`src/rtl/mips_pkg.sv`:
```
// Shared definitions for the multicycle MIPS core: opcodes, control FSM state encoding
// and the select codes driven onto the datapath muxes.
package mips_pkg;

   localparam int STATE_BITS = 4;

   typedef enum logic [STATE_BITS-1:0] {
      S_FETCH     = 4'd0,
      S_DECODE    = 4'd1,
      S_MEM_ADDR  = 4'd2,
      S_MEM_READ  = 4'd3,
      S_MEM_WB    = 4'd4,
      S_MEM_WRITE = 4'd5,
      S_R_EXEC    = 4'd6,
      S_R_WB      = 4'd7,
      S_BRANCH    = 4'd8,
      S_JUMP      = 4'd9,
      S_I_EXEC    = 4'd10,
      S_I_WB      = 4'd11
   } state_t;

   localparam logic [5:0] OP_RTYPE = 6'b000000;
   localparam logic [5:0] OP_J     = 6'b000010;
   localparam logic [5:0] OP_BEQ   = 6'b000100;
   localparam logic [5:0] OP_ADDI  = 6'b001000;
   localparam logic [5:0] OP_ADDIU = 6'b001001;
   localparam logic [5:0] OP_SLTI  = 6'b001010;
   localparam logic [5:0] OP_ANDI  = 6'b001100;
   localparam logic [5:0] OP_ORI   = 6'b001101;
   localparam logic [5:0] OP_LW    = 6'b100011;
   localparam logic [5:0] OP_SW    = 6'b101011;

   localparam logic [1:0] ALU_MODE_ADD  = 2'b00;
   localparam logic [1:0] ALU_MODE_SUB  = 2'b01;
   localparam logic [1:0] ALU_MODE_FUNC = 2'b10;

   localparam logic [1:0] SRC_B_REG     = 2'b00;
   localparam logic [1:0] SRC_B_FOUR    = 2'b01;
   localparam logic [1:0] SRC_B_IMM     = 2'b10;
   localparam logic [1:0] SRC_B_IMM_SH2 = 2'b11;

   localparam logic [1:0] PC_SRC_ALU    = 2'b00;
   localparam logic [1:0] PC_SRC_ALUOUT = 2'b01;
   localparam logic [1:0] PC_SRC_JUMP   = 2'b10;

   function automatic logic is_imm_alu(input logic [5:0] op);
      return op inside {OP_ADDI, OP_ADDIU, OP_ANDI, OP_ORI, OP_SLTI};
   endfunction

endpackage

```
`src/rtl/mips_multicycle_ctrl.sv`:
```
// Main control FSM of the multicycle MIPS core: sequences PC, memory, IR, register file
// and ALU operand/mode selection through FETCH/DECODE/EXEC/MEM/WB states.
module mips_multicycle_ctrl
   import mips_pkg::*;
#(
   parameter int STATE_W = 4
) (
   input  logic               i_clk,
   input  logic               i_rst,
   input  logic [5:0]         i_op,
   input  logic               i_mem_ready,
   output logic               o_pc_write,
   output logic               o_pc_wr_cond,
   output logic [1:0]         o_pc_src,
   output logic               o_iord,
   output logic               o_mem_read,
   output logic               o_mem_write,
   output logic               o_ir_write,
   output logic               o_reg_dst,
   output logic               o_mem_to_reg,
   output logic               o_reg_write,
   output logic               o_alu_src_a,
   output logic [1:0]         o_alu_src_b,
   output logic [1:0]         o_alu_mode,
   output logic               o_illegal,
   output logic [STATE_W-1:0] o_state
);

   state_t state;
   state_t state_next;

   always_ff @(posedge i_clk) begin
      if (i_rst) begin
         state <= S_FETCH;
      end else begin
         state <= state_next;
      end
   end

   // Unused encodings 12-15 fall into the default arm and recover to FETCH.
   always_comb begin
      state_next = S_FETCH;
      case (state)
         S_FETCH:     state_next = i_mem_ready ? S_DECODE : S_FETCH;
         S_DECODE: begin
            if (i_op == OP_LW || i_op == OP_SW) begin
               state_next = S_MEM_ADDR;
            end else if (i_op == OP_RTYPE) begin
               state_next = S_R_EXEC;
            end else if (i_op == OP_BEQ) begin
               state_next = S_BRANCH;
            end else if (i_op == OP_J) begin
               state_next = S_JUMP;
            end else if (is_imm_alu(i_op)) begin
               state_next = S_I_EXEC;
            end else begin
               state_next = S_FETCH;
            end
         end
         S_MEM_ADDR: begin
            if (i_op == OP_LW) begin
               state_next = S_MEM_READ;
            end else if (i_op == OP_SW) begin
               state_next = S_MEM_WRITE;
            end else begin
               state_next = S_FETCH;
            end
         end
         S_MEM_READ:  state_next = i_mem_ready ? S_MEM_WB : S_MEM_READ;
         S_MEM_WRITE: state_next = i_mem_ready ? S_FETCH : S_MEM_WRITE;
         S_R_EXEC:    state_next = S_R_WB;
         S_I_EXEC:    state_next = S_I_WB;
         default:     state_next = S_FETCH;
      endcase
   end

   always_comb begin
      o_pc_write   = 1'b0;
      o_pc_wr_cond = 1'b0;
      o_pc_src     = PC_SRC_ALU;
      o_iord       = 1'b0;
      o_mem_read   = 1'b0;
      o_mem_write  = 1'b0;
      o_ir_write   = 1'b0;
      o_reg_dst    = 1'b0;
      o_mem_to_reg = 1'b0;
      o_reg_write  = 1'b0;
      o_alu_src_a  = 1'b0;
      o_alu_src_b  = SRC_B_REG;
      o_alu_mode   = ALU_MODE_ADD;
      o_illegal    = 1'b0;
      case (state)
         S_FETCH: begin
            o_mem_read  = 1'b1;
            o_alu_src_b = SRC_B_FOUR;
            o_ir_write  = i_mem_ready;
            o_pc_write  = i_mem_ready;
         end
         S_DECODE: begin
            o_alu_src_b = SRC_B_IMM_SH2;
            o_illegal   = !(i_op == OP_LW || i_op == OP_SW || i_op == OP_RTYPE ||
                            i_op == OP_BEQ || i_op == OP_J || is_imm_alu(i_op));
         end
         S_MEM_ADDR: begin
            o_alu_src_a = 1'b1;
            o_alu_src_b = SRC_B_IMM;
         end
         S_MEM_READ: begin
            o_mem_read = 1'b1;
            o_iord     = 1'b1;
         end
         S_MEM_WB: begin
            o_reg_write  = 1'b1;
            o_mem_to_reg = 1'b1;
         end
         S_MEM_WRITE: begin
            o_mem_write = 1'b1;
            o_iord      = 1'b1;
         end
         S_R_EXEC: begin
            o_alu_src_a = 1'b1;
            o_alu_mode  = ALU_MODE_FUNC;
         end
         S_R_WB: begin
            o_reg_write = 1'b1;
            o_reg_dst   = 1'b1;
         end
         S_BRANCH: begin
            o_alu_src_a  = 1'b1;
            o_alu_mode   = ALU_MODE_SUB;
            o_pc_wr_cond = 1'b1;
            o_pc_src     = PC_SRC_ALUOUT;
         end
         S_JUMP: begin
            o_pc_write = 1'b1;
            o_pc_src   = PC_SRC_JUMP;
         end
         S_I_EXEC: begin
            o_alu_src_a = 1'b1;
            o_alu_src_b = SRC_B_IMM;
            o_alu_mode  = ALU_MODE_FUNC;
         end
         S_I_WB: begin
            o_reg_write = 1'b1;
         end
         default: begin
         end
      endcase
      // Reset abandons the instruction in flight, so no side effect may escape this cycle.
      if (i_rst) begin
         o_pc_write   = 1'b0;
         o_pc_wr_cond = 1'b0;
         o_ir_write   = 1'b0;
         o_reg_write  = 1'b0;
         o_mem_read   = 1'b0;
         o_mem_write  = 1'b0;
         o_illegal    = 1'b0;
      end
   end

   assign o_state = STATE_W'(state);

endmodule
```
`config.mk`:
```
export PLATFORM = sky130hd
export DESIGN_NAME = mips_multicycle_ctrl
export DESIGN_NICKNAME = d
export VERILOG_FILES = /design/src/rtl/mips_pkg.sv /design/src/rtl/mips_multicycle_ctrl.sv
export SDC_FILE = /design/constraint.sdc
export NUM_CORES = 1
export LEC_CHECK = 0
export BUFFER_PORTS_ARGS = -buffer_cell sky130_fd_sc_hd__buf_2
export CAP_MARGIN = 20
export CORE_AREA = 2 2 39 41
export CTS_CLUSTER_SIZE = 14
export DETAILED_ROUTE_END_ITERATION = 6
export DIE_AREA = 0 0 41 43
export PLACE_DENSITY = 0.76
export SETUP_SLACK_MARGIN = 0.02
export SLEW_MARGIN = 20
export SYNTH_ARGS = -nofsm -noshare
export SYNTH_HDL_FRONTEND = slang
export SYNTH_SLANG_ARGS = --single-unit
```
`constraint.sdc`:
```
create_clock -name i_clk -period 1.8 [get_ports i_clk]
set_input_delay 0.36 -clock i_clk [delete_from_list [all_inputs] [get_ports i_clk]]
set_output_delay 0.36 -clock i_clk [all_outputs]
set_load 0.02 [all_outputs]
```
== Yosys cells after proc, flatten, opt, wreduce, memory -nomap -nowiden ==
Index checks and enable logic that the tools add are counted.
Word-level totals
  flip-flop bits (word level): 4
  output and inout bits: 21
  logic and storage cells: 68
Operators by class
  equality and inequality tests: 20
  multiplexer cells: 32
  reduce and logical (&&, ||, !) cells: 15
Operator list (number)
  6-bit by 4-bit == test with 1-bit output (second input constant): 5
  4-bit case mux with 7 select lines: 1
  4-bit two-way mux: 5
  1-bit two-way mux: 18
  4-bit by 3-bit == test with 1-bit output (second input constant): 4
  4-bit == test (second input constant): 4
  6-bit == test (second input constant): 2
  3-bit two-way mux: 4
  4-bit by 2-bit == test with 1-bit output (second input constant): 2
  2-bit case mux with 2 select lines: 2
  2-bit OR reduction: 4
  6-bit by 2-bit == test with 1-bit output (second input constant): 1
  6-bit by 3-bit == test with 1-bit output (second input constant): 1
  6-bit zero test: 1
  2-bit case mux with 3 select lines: 1
  1-bit logical OR: 5
  5-bit nonzero test: 1
  4-bit by 1-bit == test with 1-bit output (second input constant): 1
  4-bit zero test: 1
  4-bit OR reduction: 1
  3-bit OR reduction: 1
  1-bit case mux with 2 select lines: 1
  1-bit zero test: 1

== Logic depth before layout (Yosys ltp) ==
Gate-level depths: netlist (run 1).
  depth in word-level cells: 9
  mapped depth: 5
  gate-level depth less buffers: 4

== Worst setup path after synthesis (run 1) ==
OpenSTA, ideal clock, no wires.
  path kind: reg2out
  start point: reg state[0], in the netlist o_state[0]
  end point: out o_illegal
  arrival time: 1.778 ns
  data required time: 1.440 ns
  setup slack: -0.338 ns
  stages on the path, launching flop included: 4
  buffers on the path: 0
  path through: dfxtp_1 > or4b_4 > nor3_1 > nor3b_1
Between the ends
  longest elaborated chain between the ends: 3
RTL lines
  from (decl): RTL line mips_multicycle_ctrl.sv:29  | state_t state;
  from (signal assigned): RTL line mips_multicycle_ctrl.sv:36  | state <= state_next;
  4-bit by 1-bit == test with 1-bit output: RTL line mips_multicycle_ctrl.sv:92  | case (state)
  1-bit two-way mux: RTL line mips_multicycle_ctrl.sv:92
  1-bit two-way mux: RTL line mips_multicycle_ctrl.sv:150  | if (i_rst) begin
  to (decl): RTL line mips_multicycle_ctrl.sv:25  | output logic o_illegal,
No other way between the ends.

== Worst setup path after layout (run 1) ==
  start point: reg state[3], in the netlist o_state[3]
  end point: out o_illegal
Same word-level chain as after synthesis.

==> qor.log, run 1 <==
[run_status] status complete, but fails checks
[run_status] failing checks setup timing
[setup_path] endpoint kind of the worst setup timing path output port
[timing] unrepaired setup endpoints after global routing yes
[global_routing] antenna violations before repair 0
[logic_synthesis] Post-Syn Area per Cell 6.628 um^2
[global_routing] maximum number of pins on one net before global-route repair 16
[clocking] number of clock buffers inserted by TritonCTS 3
[timing] PnR worst setup slack -0.1283 ns
[drt] average wire per standard cell 11.26 um
[drt] total number of vias 747
[die] placeable core region 1384 um^2
[clocking] deepest clock path buffer count 2
[placement] hpwl dp 1191 um
[final_layout] area grow syn2layout 59.78%
[logic_synthesis] netlist area before placement 556.8 um^2
[clocking] H-tree lvl count 1
[final_layout] flip-flop count of the largest register, all copies and words added 4
[drt] remaining antenna violation count after routing 0
[logic_synthesis] sequential area share after synthesis 0.1438
[drt] Met3 Routed Length 92 um
[timing] number of hold-slack violations in the final timing report 0
[power] clock network fraction of design power 0.295
[power] Power Dens Cells 385.9 nW/um^2
[global_routing] total gr overflow 0
[timing] Least-Margin Pin Slew 0.3917 ns
[setup_path] path type of the worst setup path register to output port
[clocking] clk sink count 4
[drt] vias per cell 5.453
[global_routing] wire length of the first global-routing pass 2249 um
[timing] Setup violations, final 1
[power] sequential power share 0.275
[drt] first-pass iteration count of the detailed router 4
[clocking] clock-pin slew on the worst setup and hold paths 0.03 ns
[timing] worst slew slack as a fraction of its limit 0.7379
[die] starting utilization of the core area 0.4024
[die] total die area 1763 um^2
[final_layout] Net count, final 132
[drt] Highest Signal Layer met3
[drt] number of remaining DRC errors 0
[clocking] Hold Buf Count CTS 0
[power] internal power 0.0002338 W
[logic_synthesis] Mapped Nets 93
[final_layout] count of filler cells inserted in the layout 130
[drt] amount of wire on met2 after detailed routing 790 um
[logic_synthesis] count of flip-flops with a built-in enable after synthesis 0
[clocking] clock root buffer master sky130_fd_sc_hd__clkbuf_4
[global_routing] total routing resource utilization after global routing 0.1781
[setup_path] Worst setup SP type register
[placement] routability-driven placement congestion ratio 0.8210
[final_layout] antenna diode count 0
[power] net switching power 0.0001095 W
[die] placement row count 14
[die] overall die height 43 um
[worst_hold_path] cell depth of the worst hold path 3
[timing] Final Max Slew Viols 0
[clocking] CTS tree yes
[timing] final worst clock skew 0.002526 ns
[final_layout] final core area utilization 0.6429
[setup_path] maximum fanout encountered on the critical timing path 2
[die] boundary pin count 30
[global_routing] number of global-route vias before repair 575
[final_layout] leading cell types in the layout, fill and taps excluded sky130_fd_sc_hd__buf_2, sky130_fd_sc_hd__buf_4, sky130_fd_sc_hd__nor3_1
[timing] crit path time final 1.928 ns
[timing] final sum of negative setup slack -0.1283 ns
[drt] met1 wire length 659 um
[drt] DRT Wirelength 1543 um
[timing] Final period util 1.071
[timing] maximum clock frequency 0.5186 GHz
[logic_synthesis] number of register bits inferred by synthesis 4
[setup_path] data required time of the critical path 1.44 ns
[logic_synthesis] Yosys warnings 0
[logic_synthesis] proportion of synthesized flip-flops having asynchronous set or reset 0
[worst_hold_path] worst min-delay path category input pin to register
[power] switching portion of total power 0.3190
[logic_synthesis] count of distinct cell types in the synthesized netlist 33
[final_layout] most common cell after layout, fill and taps aside sky130_fd_sc_hd__buf_2
[drt] detailed router's first-iteration violation count 10
[power] LEAKAGE 0.3900 nW
[final_layout] fraction of layout instances using a drive strength above 1 0.4628
[setup_path] endpoint arrival time on the critical path 1.57 ns
[flow_run] max-cap check violation count 0
[setup_path] length in cells of the worst reg-to-reg path 5
[logic_synthesis] Syn Inst Count 84
[placement] count of port buffers added during placement 29
[clocking] latest clock arrival within the worst-skew pair 0.22 ns
[power] logic gate share of total power 0.431
[power] IR drop worst, VDD 302.1 uV
[logic_synthesis] Primary FF master, synth sky130_fd_sc_hd__dfxtp_1
[die] Die Width 41 um
==> routing by layer <==
layer  up-vias  GRT usage
met5         -          0
met4         0    0.04000
met3         0    0.03141
met2        23     0.3313
met1       338     0.1909
li1        386          -
==> through the flow <==
step                      worst slack, ns  total power (W)  hold slack (ns)  instances  cell area, um^2
after floorplan                  -0.06527        0.0001807           0.5536         84            580.6
after global placement           -0.08283        0.0002274           0.7130        131            785.8
after detailed placement         -0.08407        0.0002300           0.7081        131            785.8
after CTS                         -0.1239        0.0003430           0.5202        134            840.8
after global routing              -0.2123        0.0003703           0.5491        137            889.6
final                             -0.1283        0.0003433           0.5302        137            889.6
==> cell families (layout without fill, tap and decap cells) <==
kind of cell	count (synthesis)	in the layout	synth area share
compound gates	23	23	0.2854
xor+xnor	2	2	0.03147
buf+inv	9	46	0.06742
flops	4	4	0.1438
simple gates	46	46	0.4719
==> worst max-delay path, cell delays in order, from the launching register on <==
cell and delay, ns:
sky130_fd_sc_hd__dfxtp_2 0.31, sky130_fd_sc_hd__or4b_4 0.56, sky130_fd_sc_hd__nor3_4 0.14, sky130_fd_sc_hd__nor3b_4 0.20, sky130_fd_sc_hd__buf_6 0.14
==> power groups by stage <==
stage / registers [W] / clock network [W] / logic [W]
floorplan: 0.000102 / 0 / 0.0000791
global placement: 0.0000952 / 0 / 0.000132
detailed placement: 0.0000953 / 0 / 0.000135
CTS: 0.0000940 / 0.000106 / 0.000143
global route: 0.0000943 / 0.000113 / 0.000163
finish: 0.0000942 / 0.000101 / 0.000148
==> cell usage after synthesis (2+ instances only) <==
master	count	area, um^2
sky130_fd_sc_hd__nor3_1	12	60.06
sky130_fd_sc_hd__a21oi_1	8	40.04
sky130_fd_sc_hd__nor2_1	8	30.03
sky130_fd_sc_hd__clkbuf_1	7	26.28
sky130_fd_sc_hd__nand2b_1	5	31.28
sky130_fd_sc_hd__dfxtp_1	4	80.08
sky130_fd_sc_hd__nand2_1	4	15.01
sky130_fd_sc_hd__nor3b_1	3	22.52
sky130_fd_sc_hd__a211o_1	2	17.52
sky130_fd_sc_hd__a21boi_0	2	15.01
sky130_fd_sc_hd__a31o_1	2	17.52
sky130_fd_sc_hd__and2_1	2	12.51
sky130_fd_sc_hd__o21bai_1	2	15.01
sky130_fd_sc_hd__or2_1	2	12.51
sky130_fd_sc_hd__or3_1	2	12.51
sky130_fd_sc_hd__xnor2_1	2	17.52
==> final cells by class <==
| cell class | count | area (um^2) | area share |
|---|---|---|---|
| clock buffer | 3 | 22.52 | 0.02532 |
| inverter | 1 | 3.754 | 0.004219 |
| multi-input combinational | 71 | 503.0 | 0.5654 |
| sequential | 4 | 82.58 | 0.09283 |
| tap | 16 | 20.02 | 0.02250 |
| timing repair buffer | 42 | 257.7 | 0.2897 |
==> path summary, 6_finish.rpt <==
path / to / slack, ns / from
hold / removal: o_state[0]$_SDFF_PP0_ / 0.53 / i_op[1]
setup / recovery: o_illegal / -0.13 / o_state[3]$_SDFF_PP0_
setup reg to reg: o_state[1]$_SDFF_PP0_ / 0.12 / o_state[3]$_SDFF_PP0_
hold reg to reg: o_state[1]$_SDFF_PP0_ / 0.67 / o_state[1]$_SDFF_PP0_
==> repair_timing <==
| item | 4_1_cts | 5_1_grt |
|---|---|---|
| endpoints found under the setup margin | 6 | 5 |
| gates resized for setup | 7 | 7 |
| pin swaps | 1 | 0 |
| buffers inserted | 0 | 3 |
Note: power is estimated with default switching activity, not from simulation.
==> run 2, diff against run 1 <==
--- a/config.mk
+++ b/config.mk
@@ -5,13 +5,16 @@
 export SDC_FILE = /design/constraint.sdc
 export NUM_CORES = 1
 export LEC_CHECK = 0
+export ABC_AREA = 1
 export BUFFER_PORTS_ARGS = -buffer_cell sky130_fd_sc_hd__buf_2
 export CAP_MARGIN = 20
-export CORE_AREA = 2 2 39 41
+export CELL_PAD_IN_SITES_DETAIL_PLACEMENT = 1
+export CELL_PAD_IN_SITES_GLOBAL_PLACEMENT = 2
+export CORE_MARGIN = 2
+export CORE_UTILIZATION = 18
 export CTS_CLUSTER_SIZE = 14
 export DETAILED_ROUTE_END_ITERATION = 6
-export DIE_AREA = 0 0 41 43
-export PLACE_DENSITY = 0.76
+export PLACE_DENSITY_LB_ADDON = 0.1
 export SETUP_SLACK_MARGIN = 0.02
 export SLEW_MARGIN = 20
 export SYNTH_ARGS = -nofsm -noshare
==> run 2 against run 1 <==
The run now ends clean. Clock power grew 9%. Synthesized cell count increased by 19%. Sequential power rose by 0.4%. Combinational power down 38%. Utilization is 37 points lower. Worst setup slack gained 0.25 ns. Power down 14%. Final cell count up 18%. Global-route usage decreased by 5.6 points. Sequential share of layout area increased by 1.9 points. Non-clock buffer count shrank 12. Wire length is 23% higher.
==> qor.log, run 2 <==
[timing] Setup violations, final 0 [-1]
[setup_path] maximum fanout encountered on the critical timing path 5 [+3]
[power] Power Dens Cells 396.0 nW/um^2 [+2.6%]
[timing] Final period util 0.9301 [-0.1411]
[placement] count of port buffers added during placement 29 [unchanged]
[placement] hpwl dp 1630 um [+37%]
[global_routing] antenna violations before repair 0 [unchanged]
[placement] routability-driven placement congestion ratio 0.7383 [-10%]
[logic_synthesis] Post-Synth XOR/XNOR Area 0 [-0.03146]
[timing] Least-Margin Pin Slew 0.2456 ns [-0.1461 ns]
[logic_synthesis] share of Yosys cell area claimed by the top area cell type 0.1679 [+0.02406]
[global_routing] total routing resource utilization after global routing 0.1222 [-0.05586]
[final_layout] final core area utilization 0.2741 [-0.3687]
[drt] number of remaining DRC errors 0 [unchanged]
[drt] vias per cell 4.500 [-17%]
[power] net switching power 0.0001000 W [-8.6%]
[power] LEAKAGE 0.4236 nW [+8.6%]
[final_layout] area grow syn2layout 45.74%
[final_layout] count of filler cells inserted in the layout 377 [+190%]
[clocking] clk sink count 4 [unchanged]
[setup_path] maximum single-stage delay on the critical path 0.34 ns [-0.22 ns]
[setup_path] Worst setup SP type register
[final_layout] fraction of layout instances using a drive strength above 1 0.4122 [-0.05060]
[drt] total number of vias 729 [-2.4%]
[logic_synthesis] top area cells in the synthesized netlist sky130_fd_sc_hd__nor2_1, sky130_fd_sc_hd__dfxtp_1, sky130_fd_sc_hd__nand2_1
[clocking] H-tree lvl count 1 [unchanged]
[logic_synthesis] proportion of synthesized flip-flops having asynchronous set or reset 0 [unchanged]
[power] clock network fraction of design power 0.372 [+0.077]
[clocking] latest clock arrival within the worst-skew pair 0.23 ns [about the same]
[setup_path] critical path, cell by cell inv_2 > nand2_2 > nor2_4 > nand3_1 > nor3_2 > buf_2
[power] sequential power share 0.319 [+0.044]
[logic_synthesis] Post-Synth Adder-Cell Area 0 [unchanged]
[placement] # placed instances 159 [+21%]
[power] switching portion of total power 0.3370 [+0.01804]
[final_layout] flip-flop count of the largest register, all copies and words added 4 [unchanged]
[drt] DRT Wirelength 1894 um [+23%]
[timing] number of hold-slack violations in the final timing report 0 [unchanged]
[final_layout] area used by sequential logic in the layout 83.83 um^2 [+1.5%]
[logic_synthesis] share of synthesized area spent on multiplexers 0 [unchanged]
[flow_run] max-cap check violation count 0 [unchanged]
[logic_synthesis] Syn Inst Count 100 [+19%]
[setup_path] buffering stage count on the worst path with inverters included 2 [+1]
[clocking] clock root buffer master sky130_fd_sc_hd__clkbuf_4
[die] total die area 3301 um^2 [+87%]
[final_layout] most common cell after layout, fill and taps aside sky130_fd_sc_hd__buf_2
[timing] maximum clock frequency 0.5973 GHz [+15%]
[timing] worst-case hold slack 0.4568 ns [-0.07340 ns]
[global_routing] maximum number of pins on one net before global-route repair 12 [-4]
[final_layout] final instance area 749.5 um^2 [-16%]
[run_status] status completed
[logic_synthesis] Primary FF master, synth sky130_fd_sc_hd__dfxtp_1
[clocking] number of setup buffers added after CTS 0 [unchanged]
[logic_synthesis] sequential area share after synthesis 0.1557 [+0.01190]
[setup_path] endpoint arrival time on the critical path 1.31 ns [-0.26 ns]
[logic_synthesis] Simple-Gate Fraction of Synth Area 0.5815 [+0.1096]
[clocking] deepest clock path buffer count 2 [unchanged]
[final_layout] area occupied by multi-input gates 384.1 um^2 [-24%]
[logic_synthesis] count of distinct cell types in the synthesized netlist 19 [-42%]
[global_routing] wire length of the first global-routing pass 3180 um [+41%]
[worst_hold_path] worst min-delay path category input pin to register
[logic_synthesis] post-synthesis compound-gate area fraction 0.1095 [-0.1759]
[setup_path] data required time of the critical path 1.44 ns [about the same]
[final_layout] antenna diode count 0 [unchanged]
[logic_synthesis] netlist area before placement 514.2 um^2 [-7.6%]
[timing] final worst clock skew 0.004142 ns [+0.001617 ns]
[drt] detailed router's first-iteration violation count 9 [-1]
[timing] unrepaired setup endpoints after global routing yes
[logic_synthesis] number of register bits inferred by synthesis 4 [unchanged]
[logic_synthesis] count of flip-flops with a built-in enable after synthesis 0 [unchanged]
[die] boundary pin count 30 [unchanged]
[logic_synthesis] Yosys warnings 0 [unchanged]
[clocking] CTS tree yes
[clocking] clock-pin slew on the worst setup and hold paths 0.04 ns [about the same]
[clocking] number of clock buffers inserted by TritonCTS 3 [unchanged]
[final_layout] leading cell types in the layout, fill and taps excluded sky130_fd_sc_hd__buf_2, sky130_fd_sc_hd__nor2_1, sky130_fd_sc_hd__nand2_1
[setup_path] kind of cell with the highest combined delay on the critical path simple AND/OR/NAND/NOR gates
[logic_synthesis] most repeated cell in the gate-level netlist after synthesis sky130_fd_sc_hd__nor2_1
[power] IR drop worst, VDD 104.5 uV [-65%]
[drt] remaining antenna violation count after routing 0 [unchanged]
[setup_path] path type of the worst setup path register to output port
[global_routing] total gr overflow 0 [unchanged]
[power] logic gate share of total power 0.309 [-0.122]
[die] placement row count 19 [+5]
[die] starting utilization of the core area 0.1881 [-0.2143]
[timing] worst slew slack as a fraction of its limit 0.8356 [+0.09776]
[drt] first-pass iteration count of the detailed router 2 [-2]
[final_layout] final standard cell count with taps included and fillers excluded 162 [+18%]
[global_routing] number of global-route vias before repair 719 [+25%]
[final_layout] Net count, final 142 [+7.6%]
[timing] crit path time final 1.674 ns [-0.2541 ns]
[logic_synthesis] dominant combinational cell family by area after synthesis simple AND/OR/NAND/NOR gates
[clocking] Hold Buf Count CTS 0 [unchanged]
[die] overall die height 57.45 um [+34%]
[setup_path] endpoint kind of the worst setup timing path output port
[die] Die Width 57.45 um [+40%]
[power] internal power 0.0001968 W [-16%]
[logic_synthesis] Post-Syn Area per Cell 5.142 um^2 [-22%]
[timing] Final Max Slew Viols 0 [unchanged]
[die] placeable core region 2734 um^2 [+98%]
[timing] final sum of negative setup slack 0 ns [+0.1283 ns]
[placement] instance area at placement 696.9 um^2 [-11%]
[logic_synthesis] Mapped Nets 109 [+17%]
[logic_synthesis] library cell occupying the most area in the post-synthesis netlist sky130_fd_sc_hd__nor2_1
[setup_path] cell at the slowest stage of the critical path sky130_fd_sc_hd__dfxtp_2
[drt] average wire per standard cell 11.69 um [+3.8%]
[logic_synthesis] cell types with the highest counts after synthesis sky130_fd_sc_hd__nor2_1, sky130_fd_sc_hd__nand2_1, sky130_fd_sc_hd__inv_1
-- run 2: changes by cell type after synthesis, sizes merged, moves of 3 or more --
cell | previous run | this run
inv | 1 | 18
nand2b | 5 | 0
nor2 | 8 | 27
clkbuf | 7 | 1
nand3 | 0 | 11
nand4 | 0 | 3
a21oi | 8 | 4
nor3b | 3 | 0
nand2 | 4 | 21
nor3 | 12 | 3
-- run 2: layout make-up --
cell class | count | share of cell area
multi-input cells | 76 | 0.5125
repair buffers | 30 | 0.2037
flip-flops and latches | 4 | 0.1119
inverters | 18 | 0.09015
well taps | 31 | 0.05175
clock buffers | 3 | 0.03005
-- run 2: metrics by stage --
step	worst slack, ns	power, W
2_1_floorplan	0.03399	0.0001475
3_3_place_gp	0.2486	0.0001850
3_5_place_dp	0.2616	0.0001851
4_1_cts	0.03740	0.0003012
5_1_grt	0.007692	0.0003214
6_report	0.1257	0.0002968
-- run 2: repair_timing --
action / in CTS / in global routing
endpoints found under the setup margin: 0 / 7
gates resized for setup: 0 / 12
hold endpoints to repair: 0 / 0
-- run 2: kinds of logic after synthesis --
| group | count (synthesis) |
|---|---|
| flops | 4 |
| simple gates | 66 |
| compound gates | 10 |
| buf+inv | 20 |
-- run 2: final timing paths --
check	start	to	slack, ns	cells after the start
setup / recovery	o_state[1]$_SDFF_PP0_	o_illegal	0.13	6
hold / removal	i_rst	o_state[2]$_SDFF_PP0_	0.46	2
setup reg to reg	o_state[3]$_SDFF_PP0_	o_state[0]$_SDFF_PP0_	0.64	8
hold reg to reg	o_state[0]$_SDFF_PP0_	o_state[3]$_SDFF_PP0_	0.73	3
-- run 2: power groups by stage --
stage               clock (W)  sequential (W)  combinational, W
floorplan                   0       0.0000975         0.0000500
global placement            0       0.0000955         0.0000896
detailed placement          0       0.0000955         0.0000896
finish               0.000110       0.0000946         0.0000918
CTS                  0.000117       0.0000941         0.0000899
global route         0.000123       0.0000951          0.000103
-- run 2: per-layer routing --
layer | part of all wire | up-vias | track usage
met3 | 0.050 | 2 | 0.01587
met1 | 0.45 | 330 | 0.1505
met5 | 0 | - | 0
li1 | - | 380 | -
met2 | 0.49 | 17 | 0.2127
met4 | 0.0090 | 0 | 0.04983
